[config.mk]
export PLATFORM = sky130hd
export DESIGN_NAME = pc_seq_unit_flat
export DESIGN_NICKNAME = d
export VERILOG_FILES = /design/src/rtl/pc_seq_unit_if.sv /design/src/rtl/pc_seq_unit.sv /design/src/flat_wrapper.sv
export SDC_FILE = /design/constraint.sdc
export NUM_CORES = 1
export LEC_CHECK = 0
export CAP_MARGIN = 20
export CORE_AREA = 3 3 172 174
export CTS_BUF_LIST = sky130_fd_sc_hd__clkbuf_8
export DETAILED_ROUTE_END_ITERATION = 6
export DIE_AREA = 0 0 175 177
export PLACE_DENSITY = 0.67
export SLEW_MARGIN = 0
export SYNTH_ARGS = -nofsm -noshare
export SYNTH_HDL_FRONTEND = slang
export SYNTH_SLANG_ARGS = --single-unit
[constraint.sdc]
create_clock -name CLK -period 4.9 [get_ports CLK]
set_input_delay 1.47 -clock CLK [delete_from_list [all_inputs] [get_ports CLK]]
set_output_delay 1.47 -clock CLK [all_outputs]
set_load 0.03 [all_outputs]
[src/rtl/pc_seq_unit_if.sv]
// pc_seq_unit_if: control/result bundle between the control unit, the PC
// sequencer and instruction memory. The master side (control unit or bench)
// drives the request fields; the slave side (pc_seq_unit) drives the PC view.
interface pc_seq_unit_if #(
    parameter int WIDTH = 32
);
    logic             PCWre;
    logic [1:0]       PCSrc;
    logic             branchTaken;
    logic [WIDTH-1:0] immediate;
    logic [WIDTH-1:0] jumpTarget;
    logic             isCall;
    logic             exception;
    logic             eret;
    logic [WIDTH-1:0] result;
    logic [WIDTH-1:0] pcPlus;
    logic [WIDTH-1:0] epc;
    logic [1:0]       state;
    logic             rasEmpty;
    logic             rasFull;
    logic             rasErr;
    logic             alignFault;

    modport master (
        output PCWre, PCSrc, branchTaken, immediate, jumpTarget, isCall, exception, eret,
        input  result, pcPlus, epc, state, rasEmpty, rasFull, rasErr, alignFault
    );

    modport slave (
        input  PCWre, PCSrc, branchTaken, immediate, jumpTarget, isCall, exception, eret,
        output result, pcPlus, epc, state, rasEmpty, rasFull, rasErr, alignFault
    );
endinterface

[src/rtl/pc_seq_unit.sv]
// pc_seq_unit: program-counter sequencer with return-address stack and
// exception redirect / EPC save-restore.
// Optional build macro PC_ALIGN_CHECK_EN: when defined, every loaded PC has its
// low log2(STEP) bits cleared and alignFault pulses for one cycle after a
// misaligned load; when undefined, targets load unmodified and alignFault is 0.
module pc_seq_unit #(
    parameter int               WIDTH        = 32,
    parameter logic [WIDTH-1:0] RESET_VECTOR = '0,
    parameter logic [WIDTH-1:0] EXC_VECTOR   = WIDTH'(32'h0000_0080),
    parameter int               STEP         = 4,
    parameter int               RAS_DEPTH    = 4
) (
    input  logic          CLK,
    input  logic          Reset,
    pc_seq_unit_if.slave  bus
);
    localparam int PTR_W   = $clog2(RAS_DEPTH);
    localparam int COUNT_W = PTR_W + 1;

    typedef enum logic [1:0] {
        ST_BOOT = 2'b00,
        ST_RUN  = 2'b01,
        ST_EXC  = 2'b10
    } state_t;

    state_t             r_state;
    logic [WIDTH-1:0]   r_pc;
    logic [WIDTH-1:0]   r_epc;
    logic [WIDTH-1:0]   r_ras [RAS_DEPTH];
    logic [PTR_W-1:0]   r_wp;        // next free slot; top of stack is r_wp-1
    logic [COUNT_W-1:0] r_count;
    logic               r_ras_err;

    logic [WIDTH-1:0]   w_seq;
    logic [WIDTH-1:0]   w_next;
    logic [WIDTH-1:0]   w_target;
    logic [WIDTH-1:0]   w_load_val;
    logic               w_push;
    logic               w_pop;
    logic               w_pop_empty;
    logic               w_take_exc;
    logic               w_take_eret;
    logic               w_normal;
    logic               w_load_en;
    logic               w_ras_full;

`ifdef PC_ALIGN_CHECK_EN
    localparam int               ALIGN_LOW  = (STEP > 1) ? $clog2(STEP) : 0;
    localparam logic [WIDTH-1:0] ALIGN_MASK = ~((WIDTH'(1) << ALIGN_LOW) - WIDTH'(1));

    function automatic logic [WIDTH-1:0] f_align_pc(input logic [WIDTH-1:0] v);
        return v & ALIGN_MASK;
    endfunction

    function automatic logic f_misaligned(input logic [WIDTH-1:0] v);
        return |(v & ~ALIGN_MASK);
    endfunction

    logic r_align_fault;
`endif

    assign w_ras_full = (r_count == COUNT_W'(RAS_DEPTH));

    // Next-PC candidate from PCSrc plus the RAS action it implies
    always_comb begin
        w_seq       = r_pc + WIDTH'(STEP);
        w_next      = w_seq;
        w_push      = 1'b0;
        w_pop       = 1'b0;
        w_pop_empty = 1'b0;
        case (bus.PCSrc)
            2'b00: w_next = w_seq;
            2'b01: begin
                if (bus.branchTaken) begin
                    w_next = w_seq + (bus.immediate << 2);
                end else begin
                    w_next = w_seq;
                end
            end
            2'b10: begin
                w_next = bus.jumpTarget;
                w_push = bus.isCall;
            end
            2'b11: begin
                if (r_count == COUNT_W'(0)) begin
                    w_next      = w_seq;
                    w_pop_empty = 1'b1;
                end else begin
                    w_next = r_ras[r_wp - PTR_W'(1)];
                    w_pop  = 1'b1;
                end
            end
            default: w_next = w_seq;
        endcase
    end

    // Edge decision: exception beats eret beats the normal PCSrc update
    always_comb begin
        w_take_exc  = (r_state == ST_RUN) && bus.exception;
        w_take_eret = (r_state == ST_EXC) && bus.PCWre && bus.eret;
        w_normal    = ((r_state == ST_RUN) || (r_state == ST_EXC)) && bus.PCWre
                      && !w_take_exc && !w_take_eret;
        w_load_en   = w_take_exc | w_take_eret | w_normal;
        if (w_take_exc) begin
            w_target = EXC_VECTOR;
        end else if (w_take_eret) begin
            w_target = r_epc;
        end else begin
            w_target = w_next;
        end
`ifdef PC_ALIGN_CHECK_EN
        w_load_val = f_align_pc(w_target);
`else
        w_load_val = w_target;
`endif
    end

    // Sequencer FSM, PC/EPC registers and return-address stack
    always_ff @(posedge CLK) begin
        if (Reset) begin
            r_state   <= ST_BOOT;
            r_pc      <= RESET_VECTOR;
            r_epc     <= '0;
            r_wp      <= '0;
            r_count   <= '0;
            r_ras_err <= 1'b0;
            for (int i = 0; i < RAS_DEPTH; i++) begin
                r_ras[i] <= '0;
            end
        end else begin
            case (r_state)
                ST_BOOT: r_state <= ST_RUN;
                ST_RUN: begin
                    if (w_take_exc) r_state <= ST_EXC;
                    else            r_state <= ST_RUN;
                end
                ST_EXC: begin
                    if (w_take_eret) r_state <= ST_RUN;
                    else             r_state <= ST_EXC;
                end
                default: r_state <= ST_BOOT;
            endcase

            if (w_load_en) r_pc <= w_load_val;
            if (w_take_exc) r_epc <= r_pc;

            if (w_normal) begin
                if (w_push) begin
                    // Circular buffer: a push when full overwrites the oldest entry
                    r_ras[r_wp] <= w_seq;
                    r_wp        <= r_wp + PTR_W'(1);
                    if (w_ras_full) r_ras_err <= 1'b1;
                    else            r_count   <= r_count + COUNT_W'(1);
                end else if (w_pop) begin
                    r_wp    <= r_wp - PTR_W'(1);
                    r_count <= r_count - COUNT_W'(1);
                end else if (w_pop_empty) begin
                    r_ras_err <= 1'b1;
                end
            end
        end
    end

`ifdef PC_ALIGN_CHECK_EN
    // One-cycle pulse after any load whose target had low bits set
    always_ff @(posedge CLK) begin
        if (Reset) r_align_fault <= 1'b0;
        else       r_align_fault <= w_load_en & f_misaligned(w_target);
    end
    assign bus.alignFault = r_align_fault;
`else
    assign bus.alignFault = 1'b0;
`endif

    assign bus.result   = r_pc;
    assign bus.pcPlus   = r_pc + WIDTH'(STEP);
    assign bus.epc      = r_epc;
    assign bus.state    = r_state;
    assign bus.rasEmpty = (r_count == COUNT_W'(0));
    assign bus.rasFull  = w_ras_full;
    assign bus.rasErr   = r_ras_err;
endmodule

[src/flat_wrapper.sv]
// flat-port wrapper written by rule: the top's interface ports become plain ports
module pc_seq_unit_flat 
#(
    parameter int               WIDTH        = 32,
    parameter logic [WIDTH-1:0] RESET_VECTOR = '0,
    parameter logic [WIDTH-1:0] EXC_VECTOR   = WIDTH'(32'h0000_0080),
    parameter int               STEP         = 4,
    parameter int               RAS_DEPTH    = 4
)
  (CLK, Reset, bus_PCWre, bus_PCSrc, bus_branchTaken, bus_immediate, bus_jumpTarget, bus_isCall, bus_exception, bus_eret, bus_result, bus_pcPlus, bus_epc, bus_state, bus_rasEmpty, bus_rasFull, bus_rasErr, bus_alignFault);
  pc_seq_unit_if #(.WIDTH(WIDTH)) bus_i ();
  input  logic CLK;
  input  logic Reset;
  input wire logic [$bits(bus_i.PCWre)-1:0] bus_PCWre;
  input wire logic [$bits(bus_i.PCSrc)-1:0] bus_PCSrc;
  input wire logic [$bits(bus_i.branchTaken)-1:0] bus_branchTaken;
  input wire logic [$bits(bus_i.immediate)-1:0] bus_immediate;
  input wire logic [$bits(bus_i.jumpTarget)-1:0] bus_jumpTarget;
  input wire logic [$bits(bus_i.isCall)-1:0] bus_isCall;
  input wire logic [$bits(bus_i.exception)-1:0] bus_exception;
  input wire logic [$bits(bus_i.eret)-1:0] bus_eret;
  output wire logic [$bits(bus_i.result)-1:0] bus_result;
  output wire logic [$bits(bus_i.pcPlus)-1:0] bus_pcPlus;
  output wire logic [$bits(bus_i.epc)-1:0] bus_epc;
  output wire logic [$bits(bus_i.state)-1:0] bus_state;
  output wire logic [$bits(bus_i.rasEmpty)-1:0] bus_rasEmpty;
  output wire logic [$bits(bus_i.rasFull)-1:0] bus_rasFull;
  output wire logic [$bits(bus_i.rasErr)-1:0] bus_rasErr;
  output wire logic [$bits(bus_i.alignFault)-1:0] bus_alignFault;
  assign bus_i.PCWre = bus_PCWre;
  assign bus_i.PCSrc = bus_PCSrc;
  assign bus_i.branchTaken = bus_branchTaken;
  assign bus_i.immediate = bus_immediate;
  assign bus_i.jumpTarget = bus_jumpTarget;
  assign bus_i.isCall = bus_isCall;
  assign bus_i.exception = bus_exception;
  assign bus_i.eret = bus_eret;
  assign bus_result = bus_i.result;
  assign bus_pcPlus = bus_i.pcPlus;
  assign bus_epc = bus_i.epc;
  assign bus_state = bus_i.state;
  assign bus_rasEmpty = bus_i.rasEmpty;
  assign bus_rasFull = bus_i.rasFull;
  assign bus_rasErr = bus_i.rasErr;
  assign bus_alignFault = bus_i.alignFault;
  pc_seq_unit #(.WIDTH(WIDTH), .RESET_VECTOR(RESET_VECTOR), .EXC_VECTOR(EXC_VECTOR), .STEP(STEP), .RAS_DEPTH(RAS_DEPTH)) u_core (.CLK(CLK), .Reset(Reset), .bus(bus_i));
endmodule
==> metrics <==
total internal power=2640 µW; status=finished, final reports clean; logic gate share of total power=0.245; Worst-path clk slew=0.12 ns; routing usage on met1=0.335; met3 global-route usage=0.0571; diode count=0; GRT Total Usage=0.238; row count=61; Post-synth EDFFs=128; Setup WS pre-CTS=0.274 ns; Post-DRT Antenna Nets=0; fillcell total=2,599; synthesized-area fraction occupied by adder cells=0.0469; Worst EP required=3.43 ns; Sw Ratio=0.345; layout cells sized above 1=0.115; Net Sw Power=1390 µW; detailed-route via count=9,741; count of cell types in the netlist=73; post-synthesis xor/xnor area fraction=0.0427; clock skew=0.0192 ns; critical path class=reg2out; Pwr Density=287 mW/mm²; min-delay worst type=reg2reg; Post-Synth Simple-Gate Area=0.166; PortBufs=171; GRT Max-Usage Layer=met2; end of the worst hold path=u_core.bus.result[5]$_SDFFE_PP0N_; vias per inst=5.64; cells after synthesis=1,158; Max transition margin=0.330; Hold Crit Depth=2; Syn Area/Cell=9.71 µm²; Synth Area in Compound Gates=0.156; CORE AREA=0.0279 mm²; most frequent cell after synthesis=nor2_1; power share of the sequential group=0.477; Clock Sinks=200; Final Max Tran Viols=0; Max-Cap Viols=0; area delta synth->final=24.8%; Post-Syn Nets=1,272; setup_tns=0 ns; first-pass GRT wire length=56.2 mm; leak pwr=0.00525 µW; I/O Pins=175; Crit Path Max Fanout=6; M2 GR Usage=0.368; Die Area=0.0310 mm²; Hold Startpoint=u_core.bus.epc[5]$_SDFFE_PP0P_; crit share post-route=0.976; initial antenna violation count=0; post-layout min period=4.78 ns; H-tree levels=4; clock network fraction of total power=0.277; r2r startpoint=u_core.bus.result[3]$_SDFFE_PP0N_; Max Fclk=209 MHz; worst setup margin=0.120 ns; R2R setup slack=0.47 ns; Crit path arrival time=3.31 ns; mux cell area share after synthesis=0.0685; CTS Root Cell=clkbuf_8; WL final=37.1 mm; largest net degree at the start of global routing=43; CTS Buffer Depth=2; post-synthesis sequential area ratio=0.470; DIE HEIGHT=177 µm; Synth warnings=0; R2R cell count=16; drc violations=0; unrepaired setup endpoints after global routing=no; routed len/inst=21.5 µm; actual slew at the worst max-slew pin=0.998 ns; drt pass-1 iters=5; Final HPWL DP=27.7 mm; fin nets=1,449; GPL Wtd Cong=0.955; Synth top cells by count=157 x nor2_1, 144 x nand2_1, 128 x edfxtp_1; GRT overflow=0; asr flop ratio synth=0; Peak VDD IR=0.174 mV; combinational family with the most area after synthesis=simple AND/OR/NAND/NOR gates; worst skew pair latency=0.49 ns; CTS tree=yes; CP startpoint kind=register; Die Wd=175 µm; flops & latches, synth=200; cell area after synthesis=0.0112 mm²; largest area contributor in the netlist=edfxtp_1; CTS buffer count=17; # setup viols final=0; vias in the first global route=9,288; Initial Util=0.403; hold_buf cts=0; critical path endpoint category=output port; largest cells by area after synthesis=edfxtp_1 34%, dfxtp_1 13%, mux4_2 6.4%; initial drt markers=1,033; Worst R2R End=u_core.bus.result[23]$_SDFFE_PP0N_; Primary FF master, synth=edfxtp_1; top cell type's share of synthesized area=0.342; endpoints failing hold=0
[registers in the layout, summed over array words and instances (netlist names)]
signal	count
u_core.r_wp	2
u_core.bus.result	32
u_core.bus.epc	32
u_core.r_ras	128
u_core.bus.state	2
u_core.bus.rasErr	1
u_core.r_count	3
[logic make-up (layout without fill, tap and decap cells)]
group / Yosys count / count (layout)
XOR/XNOR: 54 / 54
other: 1 / 1
AND/OR/NAND/NOR: 419 / 419
adder cells (fa/ha/maj): 41 / 41
flip-flops: 200 / 200
multiplexers: 37 / 37
buffers and inverters: 134 / 324
AO/OA/AOI/OAI: 272 / 272
[area by class of cell]
| class | count | area, µm² | area share |
|---|---|---|---|
| clock inverters | 15 | 194 | 0.0138 |
| clock buffers | 17 | 234 | 0.0167 |
| repair buffers | 232 | 2180 | 0.155 |
| flip-flops and latches | 200 | 5290 | 0.377 |
| inverters | 60 | 225 | 0.0160 |
| multi-input cells | 824 | 5440 | 0.388 |
| well taps | 378 | 473 | 0.0337 |
[power by group through the flow]
stage	clock (µW)	combinational [µW]	sequential (µW)
floorplan	0	522	1990
detailed placement	0	970	1960
global route	1210	1050	1930
finish	1120	988	1920
CTS	1130	975	1920
global placement	0	968	1960
[through the flow]
| stage | total power [µW] | util | cell area [µm²] | instances | hold slack, ns |
|---|---|---|---|---|---|
| 2_1_floorplan | 2520 | - | 11200 | 1158 | 0.467 |
| 3_3_place_gp | 2920 | 0.485 | 13600 | 1691 | 0.461 |
| 3_5_place_dp | 2930 | 0.485 | 13600 | 1691 | 0.461 |
| 4_1_cts | 4030 | 0.501 | 14000 | 1723 | 0.490 |
| 5_1_grt | 4200 | 0.502 | 14000 | 1726 | 0.507 |
| 6_report | 4030 | 0.502 | 14000 | 1726 | 0.483 |
[per-layer routing]
metal | routed length (µm) | vias up | share of wire
met2 | 16700 | 467 | 0.45
met1 | 15900 | 4691 | 0.43
met4 | 897 | 0 | 0.024
met5 | 0 | - | 0
met3 | 3640 | 52 | 0.098
li1 | - | 4531 | -
[cell usage in the layout (no fill, tap or decap), drive strengths merged, types with 9 or more instances in the layout]
master	n
a21oi	97
a221oi	18
a22oi	19
and3	11
buf	62
clkbuf	17
clkdlybuf4s50	169
clkinv	10
dfxtp	72
edfxtp	128
ha	39
inv	65
mux4	32
nand2	144
nand2b	9
nand3	23
nand4	12
nor2	158
nor3	25
o2111ai	9
o21ai	62
xnor2	28
xor2	26
[worst max-delay path by stage]
stage                     cells after the start                               from                                  to
after floorplan                              16  u_core.bus.result[3]$_SDFFE_PP0N_  u_core.bus.result[31]$_SDFFE_PP0N_
after global placement                       12                   bus_immediate[0]  u_core.bus.result[22]$_SDFFE_PP0N_
after detailed placement                     12                   bus_immediate[0]  u_core.bus.result[22]$_SDFFE_PP0N_
after CTS                                     8  u_core.bus.result[3]$_SDFFE_PP0N_                      bus_pcPlus[30]
after global routing                          7  u_core.bus.result[7]$_SDFFE_PP0N_                      bus_pcPlus[31]
final                                         7  u_core.bus.result[7]$_SDFFE_PP0N_                      bus_pcPlus[31]
[repair_timing]
item | CTS | global route
endpoints found under the setup margin | 1 | 3
buffers inserted | 0 | 3
pin swaps | 1 | 1
resized for setup | 0 | 5
[worst max-delay path: stages, from the launching register on]
cell and delay [ns]:
dfxtp_1 0.52, nand3_2 0.25, nor4_4 0.51, and3_1 0.31
nand2b_1 0.12, xor2_1 0.19, inv_1 0.21, clkdlybuf4s50_1 0.71
Note: power is estimated with default switching activity, not from simulation.
